<file path="src/rtl/i2c_burst_writer_if.sv">
// Command/stream/pad bundle for the I2C burst writer. The "master" modport is the
// controlling side (commands, data stream, SDA pad level); "slave" is the writer itself.
interface i2c_burst_writer_if #(
  parameter int CNT_W = 5
);
  logic             start;
  logic [6:0]       slave_addr;
  logic [7:0]       start_reg;
  logic [CNT_W-1:0] byte_count;
  logic [7:0]       in_data;
  logic             in_valid;
  logic             in_ready;
  logic             scl_oe;
  logic             sda_oe;
  logic             sda_i;
  logic             busy;
  logic             done;
  logic             ack_error;
  logic [CNT_W-1:0] bytes_sent;

  modport master (
    output start, slave_addr, start_reg, byte_count, in_data, in_valid, sda_i,
    input  in_ready, scl_oe, sda_oe, busy, done, ack_error, bytes_sent
  );

  modport slave (
    input  start, slave_addr, start_reg, byte_count, in_data, in_valid, sda_i,
    output in_ready, scl_oe, sda_oe, busy, done, ack_error, bytes_sent
  );
endinterface

</file>
<file path="src/rtl/i2c_burst_writer.sv">
// I2C master for one burst register write per command: START, addr+W, register,
// N streamed data bytes with per-byte ACK check, STOP. All pad changes land on quarter-bit boundaries.
module i2c_burst_writer #(
  parameter int CLK_DIV   = 4,
  parameter int MAX_BYTES = 16,
  parameter int CNT_W     = $clog2(MAX_BYTES + 1)
) (
  input  logic              clk,
  input  logic              rst,
  i2c_burst_writer_if.slave bus
);
  localparam int               QW     = (CLK_DIV > 1) ? $clog2(CLK_DIV) : 1;
  localparam logic [QW-1:0]    Q_LAST = QW'(CLK_DIV - 1);
  localparam logic [CNT_W-1:0] N_MAX  = CNT_W'(MAX_BYTES);

  typedef enum logic [2:0] {IDLE, START, ADDR, REG, DATA, WAIT, STOP} state_t;

  state_t           state;
  logic [QW-1:0]    qcnt;
  logic [1:0]       qtr;
  logic [3:0]       bit_idx;    // 0..7 data bits, 8 = ACK bit
  logic [6:0]       shreg;      // bits still to send after the one on SDA
  logic [6:0]       addr_q;
  logic [7:0]       reg_q;
  logic [CNT_W-1:0] remaining;
  logic             ack_smp;
  logic             scl_q, sda_q, busy_q, done_q, err_q;
  logic [CNT_W-1:0] sent_q;

  logic tick, byte_end, more, fetch;

  always_comb begin
    tick     = busy_q && (qcnt == Q_LAST);
    byte_end = tick && (qtr == 2'd3) && (bit_idx == 4'd8) && (state inside {ADDR, REG, DATA});
    // In REG nothing has been sent yet; in DATA the current byte is still counted.
    more     = (state == REG) ? (remaining != '0) : (remaining > CNT_W'(1));
    fetch    = tick && bus.in_valid &&
               ((state == WAIT) || (byte_end && !ack_smp && (state != ADDR) && more));
  end

  always_ff @(posedge clk or posedge rst) begin
    if (rst) begin
      state     <= IDLE;
      qcnt      <= '0;
      qtr       <= '0;
      bit_idx   <= '0;
      shreg     <= '0;
      addr_q    <= '0;
      reg_q     <= '0;
      remaining <= '0;
      ack_smp   <= 1'b0;
      scl_q     <= 1'b0;
      sda_q     <= 1'b0;
      busy_q    <= 1'b0;
      done_q    <= 1'b0;
      err_q     <= 1'b0;
      sent_q    <= '0;
    end else begin
      done_q <= 1'b0;
      qcnt   <= (!busy_q || tick) ? '0 : qcnt + 1'b1;
      if (tick && (qtr == 2'd1) && (state inside {ADDR, REG, DATA}))
        ack_smp <= bus.sda_i;

      case (state)
        IDLE: if (bus.start) begin
          busy_q    <= 1'b1;
          state     <= START;
          err_q     <= 1'b0;
          sent_q    <= '0;
          addr_q    <= bus.slave_addr;
          reg_q     <= bus.start_reg;
          remaining <= (bus.byte_count > N_MAX) ? N_MAX : bus.byte_count;
          qtr       <= '0;
          scl_q     <= 1'b0;
          sda_q     <= 1'b0;
        end

        START: if (tick) begin
          qtr <= qtr + 1'b1;
          case (qtr)
            2'd0: sda_q <= 1'b1;
            2'd1: scl_q <= 1'b1;
            default: begin
              qtr     <= '0;
              bit_idx <= '0;
              sda_q   <= ~addr_q[6];
              shreg   <= {addr_q[5:0], 1'b0};
              state   <= ADDR;
            end
          endcase
        end

        ADDR, REG, DATA: if (tick) begin
          qtr <= qtr + 1'b1;
          case (qtr)
            2'd0: scl_q <= 1'b0;
            2'd2: scl_q <= 1'b1;
            2'd3: begin
              if (bit_idx != 4'd8) begin
                bit_idx <= bit_idx + 1'b1;
                if (bit_idx == 4'd7) begin
                  sda_q <= 1'b0;
                end else begin
                  sda_q <= ~shreg[6];
                  shreg <= {shreg[5:0], 1'b0};
                end
              end else if (ack_smp) begin
                // NACK: abandon the rest of the burst without fetching it.
                err_q <= 1'b1;
                sda_q <= 1'b1;
                state <= STOP;
              end else if (state == ADDR) begin
                bit_idx <= '0;
                sda_q   <= ~reg_q[7];
                shreg   <= reg_q[6:0];
                state   <= REG;
              end else begin
                if (state == DATA) begin
                  sent_q    <= sent_q + 1'b1;
                  remaining <= remaining - 1'b1;
                end
                if (!more) begin
                  sda_q <= 1'b1;
                  state <= STOP;
                end else if (fetch) begin
                  bit_idx <= '0;
                  sda_q   <= ~bus.in_data[7];
                  shreg   <= bus.in_data[6:0];
                  state   <= DATA;
                end else begin
                  state <= WAIT;
                end
              end
            end
            default: ;
          endcase
        end

        // SCL stays low (master stretch) until the stream has a byte ready.
        WAIT: if (fetch) begin
          bit_idx <= '0;
          sda_q   <= ~bus.in_data[7];
          shreg   <= bus.in_data[6:0];
          state   <= DATA;
        end

        STOP: if (tick) begin
          qtr <= qtr + 1'b1;
          case (qtr)
            2'd0: scl_q <= 1'b0;
            2'd1: sda_q <= 1'b0;
            default: begin
              qtr    <= '0;
              busy_q <= 1'b0;
              done_q <= 1'b1;
              state  <= IDLE;
            end
          endcase
        end

        default: state <= IDLE;
      endcase
    end
  end

  assign bus.scl_oe     = scl_q;
  assign bus.sda_oe     = sda_q;
  assign bus.busy       = busy_q;
  assign bus.done       = done_q;
  assign bus.ack_error  = err_q;
  assign bus.bytes_sent = sent_q;
  assign bus.in_ready   = fetch;
endmodule

</file>
<file path="src/flat_wrapper.sv">
// flat-port wrapper written by rule: the top's interface ports become plain ports
module i2c_burst_writer_flat 
#(
  parameter int CLK_DIV   = 4,
  parameter int MAX_BYTES = 16,
  parameter int CNT_W     = $clog2(MAX_BYTES + 1)
)
  (clk, rst, bus_start, bus_slave_addr, bus_start_reg, bus_byte_count, bus_in_data, bus_in_valid, bus_sda_i, bus_in_ready, bus_scl_oe, bus_sda_oe, bus_busy, bus_done, bus_ack_error, bus_bytes_sent);
  i2c_burst_writer_if #(.CNT_W(CNT_W)) bus_i ();
  input  logic clk;
  input  logic rst;
  input wire logic [$bits(bus_i.start)-1:0] bus_start;
  input wire logic [$bits(bus_i.slave_addr)-1:0] bus_slave_addr;
  input wire logic [$bits(bus_i.start_reg)-1:0] bus_start_reg;
  input wire logic [$bits(bus_i.byte_count)-1:0] bus_byte_count;
  input wire logic [$bits(bus_i.in_data)-1:0] bus_in_data;
  input wire logic [$bits(bus_i.in_valid)-1:0] bus_in_valid;
  input wire logic [$bits(bus_i.sda_i)-1:0] bus_sda_i;
  output wire logic [$bits(bus_i.in_ready)-1:0] bus_in_ready;
  output wire logic [$bits(bus_i.scl_oe)-1:0] bus_scl_oe;
  output wire logic [$bits(bus_i.sda_oe)-1:0] bus_sda_oe;
  output wire logic [$bits(bus_i.busy)-1:0] bus_busy;
  output wire logic [$bits(bus_i.done)-1:0] bus_done;
  output wire logic [$bits(bus_i.ack_error)-1:0] bus_ack_error;
  output wire logic [$bits(bus_i.bytes_sent)-1:0] bus_bytes_sent;
  assign bus_i.start = bus_start;
  assign bus_i.slave_addr = bus_slave_addr;
  assign bus_i.start_reg = bus_start_reg;
  assign bus_i.byte_count = bus_byte_count;
  assign bus_i.in_data = bus_in_data;
  assign bus_i.in_valid = bus_in_valid;
  assign bus_i.sda_i = bus_sda_i;
  assign bus_in_ready = bus_i.in_ready;
  assign bus_scl_oe = bus_i.scl_oe;
  assign bus_sda_oe = bus_i.sda_oe;
  assign bus_busy = bus_i.busy;
  assign bus_done = bus_i.done;
  assign bus_ack_error = bus_i.ack_error;
  assign bus_bytes_sent = bus_i.bytes_sent;
  i2c_burst_writer #(.CLK_DIV(CLK_DIV), .MAX_BYTES(MAX_BYTES), .CNT_W(CNT_W)) u_core (.clk(clk), .rst(rst), .bus(bus_i));
endmodule
</file>
<file path="config.mk">
export PLATFORM = sky130hd
export DESIGN_NAME = i2c_burst_writer_flat
export DESIGN_NICKNAME = d
export VERILOG_FILES = /design/src/rtl/i2c_burst_writer_if.sv /design/src/rtl/i2c_burst_writer.sv /design/src/flat_wrapper.sv
export SDC_FILE = /design/constraint.sdc
export NUM_CORES = 1
export LEC_CHECK = 0
export ABC_AREA = 1
export CAP_MARGIN = 0
export CORE_AREA = 4 4 118 64
export DETAILED_ROUTE_END_ITERATION = 8
export DIE_AREA = 0 0 122 68
export PLACE_DENSITY = 0.68
export SLEW_MARGIN = 10
export SYNTH_ARGS = -nofsm -noshare
export SYNTH_HDL_FRONTEND = slang
export SYNTH_SLANG_ARGS = --single-unit
</file>
<file path="constraint.sdc">
create_clock -name clk -period 3.9 [get_ports clk]
set_input_delay 0.39 -clock clk [delete_from_list [all_inputs] [get_ports clk]]
set_output_delay 0.39 -clock clk [all_outputs]
set_load 0.02 [all_outputs]
</file>
==> results.md <==
- Clock-pin slew was measured on the worst setup and hold paths at 0.07 ns.
- The tightest min-delay check is of the register to register type.
- The number of placed instances, taps included, is 541.
- The overall global routing resource usage is 20.3%.
- The sequential cells in the finished layout cover a total of 0.00123 mm2.
- The number of warnings issued by yosys is 0.
- The combinational fraction of design power is 55.6%.
- The upper clock frequency limit is 322 MHz.
- Along the worst hold path, the cell count comes to 1.
- The fraction of power spent switching nets is 48.6%.
- The post-synthesis cell type count is 37.
- The number of max-slew violations in the final report is 0.
- The remaining number of nets flagged by the antenna check after routing is 0.
- The non-filler instance count after layout is 549.
- The mean cell area of the mapped netlist is 7.48 um2.
- The placed wire-length estimate is 6.07 mm.
- The post-cts gate resize count is 0.
- The worst setup skew after layout is 0.00794 ns.
- The type of origin of the critical path is a register.
- The deepest clock path buffer count is 2.
- The mean routed wirelength per cell is 14.7 um.
- The floorplan die height is 68 um.
- After detailed routing, the number of vias per cell comes to 5.24.
- The logic depth of the worst register-to-register path is 13.
- Cell internal power was estimated by the tool at 0.00163 W.
- Row generation in the floorplan step produced 21 rows.
- The number of synthesized register bits is 49.
- The hold buffer count at cts is 0.
- Summed over all layers, the global routing overflow is 0.
- The full die area is 0.00830 mm2.
- The clock root buffer is sky130_fd_sc_hd__clkbuf_16.
- The clock tree from TritonCTS is yes.
- The worst path uses 79.7% of the clock period.
- For the worst-skew pair, the clock arrives at the later sink with an insertion delay of 0.30 ns.
- From synthesis to final layout, the design area changed by 20.9%.
- Of the synthesized area, sequential elements account for 39.5%.
- The total number of clock tree sinks is 49.
- The routed wire length is 8.05 mm.
- The endpoint type of the worst setup path is a primary output.
- The peak fanout along the critical path is 22.
- Counting the buffers created by CTS gives 5.
- The sum of internal, switching and leakage power is 0.00317 W.
- The proportion of power drawn by flip-flops and latches is 28.1%.
- Setup violations remaining at the end of the flow were counted as 0.
- The clock period could shrink to 3.11 ns.
- The first global-routing pass estimated 12.9 mm of wire.
- The length of the first detailed-routing pass in iterations is 5.
- Counting every net in the synthesized netlist gives 460.
- The final hold violation count is 0.
- The starting utilization of the core area is 47.8%.
- In this run the tightest slew margin relative to its limit is 31.0%.
- The floorplan step defined a core boundary enclosing 0.00649 mm2.
- The number of antenna diodes in the final layout is 0.
- The proportion of layout cells with a drive suffix above 1 is 8.53%.
- Summing all multi-input logic gate instances after layout gives 0.00159 mm2.
- The transition time at the pin with the least slew margin is 1.03 ns.
- Input and output buffers added on the ports amount to 43.
- The leakage dissipation is 1.81 nW.
- Detailed routing inserted a total of 2879 vias.
- The reported max-cap violation count is 0.
- The analysis attributes to net switching a power of 0.00154 W.
- Counting the fill cells in the layout gives 622.
- After the last flow step, the layout net total stands at 501.
- The endpoint required time on the critical path is 3.51 ns.
- The congestion estimate from routability-driven global placement came to 0.891.
- Data arrives at the worst endpoint at 2.72 ns.
- 44 I/O pins were placed.
- The total DRC errors in the routed layout is 0.
- In this run, the number of DRC markers left after iteration 0 of detailed routing was 277.
- The largest individual stage delay along the critical path comes from the cell sky130_fd_sc_hd__clkdlybuf4s50_1.
- The power density over the cells is 846 mW/mm2.
- The type of the worst setup path is register to primary output.
- The post-CTS setup-driven buffer insertion count is 0.
- After routing, the total negative slack on setup checks comes to 0 ns.
- The clock share of power is 16.3%.
- The worst-case IR drop observed on VDD is 0.000337 V.
- The initial antenna violation count is 0.
- The via count of the first global-routing pass is 2586.
- Setup repair after global routing left no endpoint under its margin.
- The post-synthesis instance total is 415.
- The library cells used most frequently in the layout, excluding fill and tap cells, are sky130_fd_sc_hd__nand2_1, sky130_fd_sc_hd__dfrtp_1, sky130_fd_sc_hd__inv_1.
- Summing every instance area after synthesis gives 0.00310 mm2.
- The most common cell after layout, fill and taps aside is sky130_fd_sc_hd__nand2_1.
- Entering global routing, the biggest net connects 50 pins.
- The H-tree generated during clock tree synthesis spans 2 levels.
- In this run the horizontal extent of the chip is 122 um.
- The largest stage delay on the critical path is 0.62 ns.
- Traced cell by cell, the critical path runs through nor2_4 > nand2_2 > nand2_4 > nand3_1 > nor2_1 > nand2_1 > nand2_4 > nand2_2 > inv_1 > clkdlybuf4s50_1.
- The flow ran to the end, and the final reports show no timing, DRC or antenna violations.
[cells in the mapped netlist, drive strengths merged]
cell type	count	area share, %
inv	53	6.5
buf	8	2.3
ha	12	4.8
and3	1	0.20
a31oi	7	1.4
a211oi	2	0.48
a41oi	1	0.28
o21ai	41	6.6
nand2	116	16
nor3	4	0.65
or2	3	0.60
nand3b	6	1.5
nor2	43	6.2
dfrtp	49	40
nor3b	1	0.24
a221oi	1	0.28
o31ai	1	0.24
nand4	1	0.20
o2111ai	2	0.56
xor2	3	0.85
nand3	31	5.2
a21oi	19	3.4
o211ai	1	0.69
clkbuf	3	0.36
o22ai	4	0.81
xnor2	2	0.56
[cells by family (layout without fill, tap and decap cells)]
group,after synthesis,in the layout,synth area share (%)
buf+inv,64,106,9.19
simple gates,206,206,30.2
compound gates,79,79,14.8
xor+xnor,5,5,1.41
fa+ha+maj,12,12,4.84
flops,49,49,39.5
[critical path: cells and delay by family (launching register included)]
family,cells,cell delay (ns)
simple gates,8,1.15
flops,1,0.50
buf+inv,2,0.77
[per-layer routing]
| layer | up-vias | wire length, um | global-route usage, % |
|---|---|---|---|
| li1 | 1431 | - | - |
| met1 | 1336 | 4380 | 32.6 |
| met2 | 105 | 3040 | 26.4 |
| met3 | 7 | 576 | 5.45 |
| met4 | 0 | 57 | 3.91 |
| met5 | - | 0 | 0 |
[final timing paths]
kind / from / slack, ns / end
min reg2reg: u_core.qcnt[0]$_DFF_PP0_ / 0.45 / u_core.qcnt[0]$_DFF_PP0_
max in group asynchronous: rst / 2.59 / u_core.bit_idx[0]$_DFFE_PP0P_
max reg2reg: u_core.state[0]$_DFFE_PP0P_ / 1.51 / u_core.shreg[1]$_DFFE_PP0P_
max: u_core.state[0]$_DFFE_PP0P_ / 0.79 / bus_in_ready
min: u_core.qcnt[0]$_DFF_PP0_ / 0.45 / u_core.qcnt[0]$_DFF_PP0_
min in group asynchronous: rst / 0.66 / u_core.reg_q[1]$_DFFE_PP0P_
[through the flow]
stage	util (%)	instance area (um2)	hold WS [ns]	setup WS [ns]
floorplan	-	3100	0.415	2.13
global placement	55.2	3580	0.426	1.23
detailed placement	55.2	3580	0.446	1.14
CTS	57.8	3750	0.456	0.818
global route	57.8	3750	0.490	0.633
finish	57.8	3750	0.453	0.793
[area by class of cell]
type,instances,share of cell area [%]
multi-input cells,302,42.4
flip-flops and latches,49,32.7
repair buffers,45,11.9
inverters,53,5.37
clock buffers,5,3.33
well taps,92,3.07
clock inverters,3,1.27
[registers in the layout, indices dropped and copies added, names as in the netlist]
| register | cells |
|---|---|
| u_core.ack_smp | 1 |
| u_core.bus.busy | 1 |
| u_core.bus.done | 1 |
| u_core.qcnt | 2 |
| u_core.bus.ack_error | 1 |
| u_core.remaining | 5 |
| u_core.bus.bytes_sent | 5 |
| u_core.addr_q | 7 |
| u_core.reg_q | 8 |
| u_core.qtr | 2 |
| u_core.shreg | 7 |
| u_core.bus.scl_oe | 1 |
| u_core.bus.sda_oe | 1 |
| u_core.bit_idx | 4 |
| u_core.state | 3 |
[power groups by stage]
stage,Clock [W],Combinational (W),Sequential [W]
after CTS,0.000525,0.00174,0.000892
after detailed placement,0,0.00173,0.000896
after floorplan,0,0.00132,0.000890
after global routing,0.000545,0.00197,0.000923
final,0.000517,0.00176,0.000892
after global placement,0,0.00169,0.000890
Note: power is estimated with default switching activity, not from simulation.
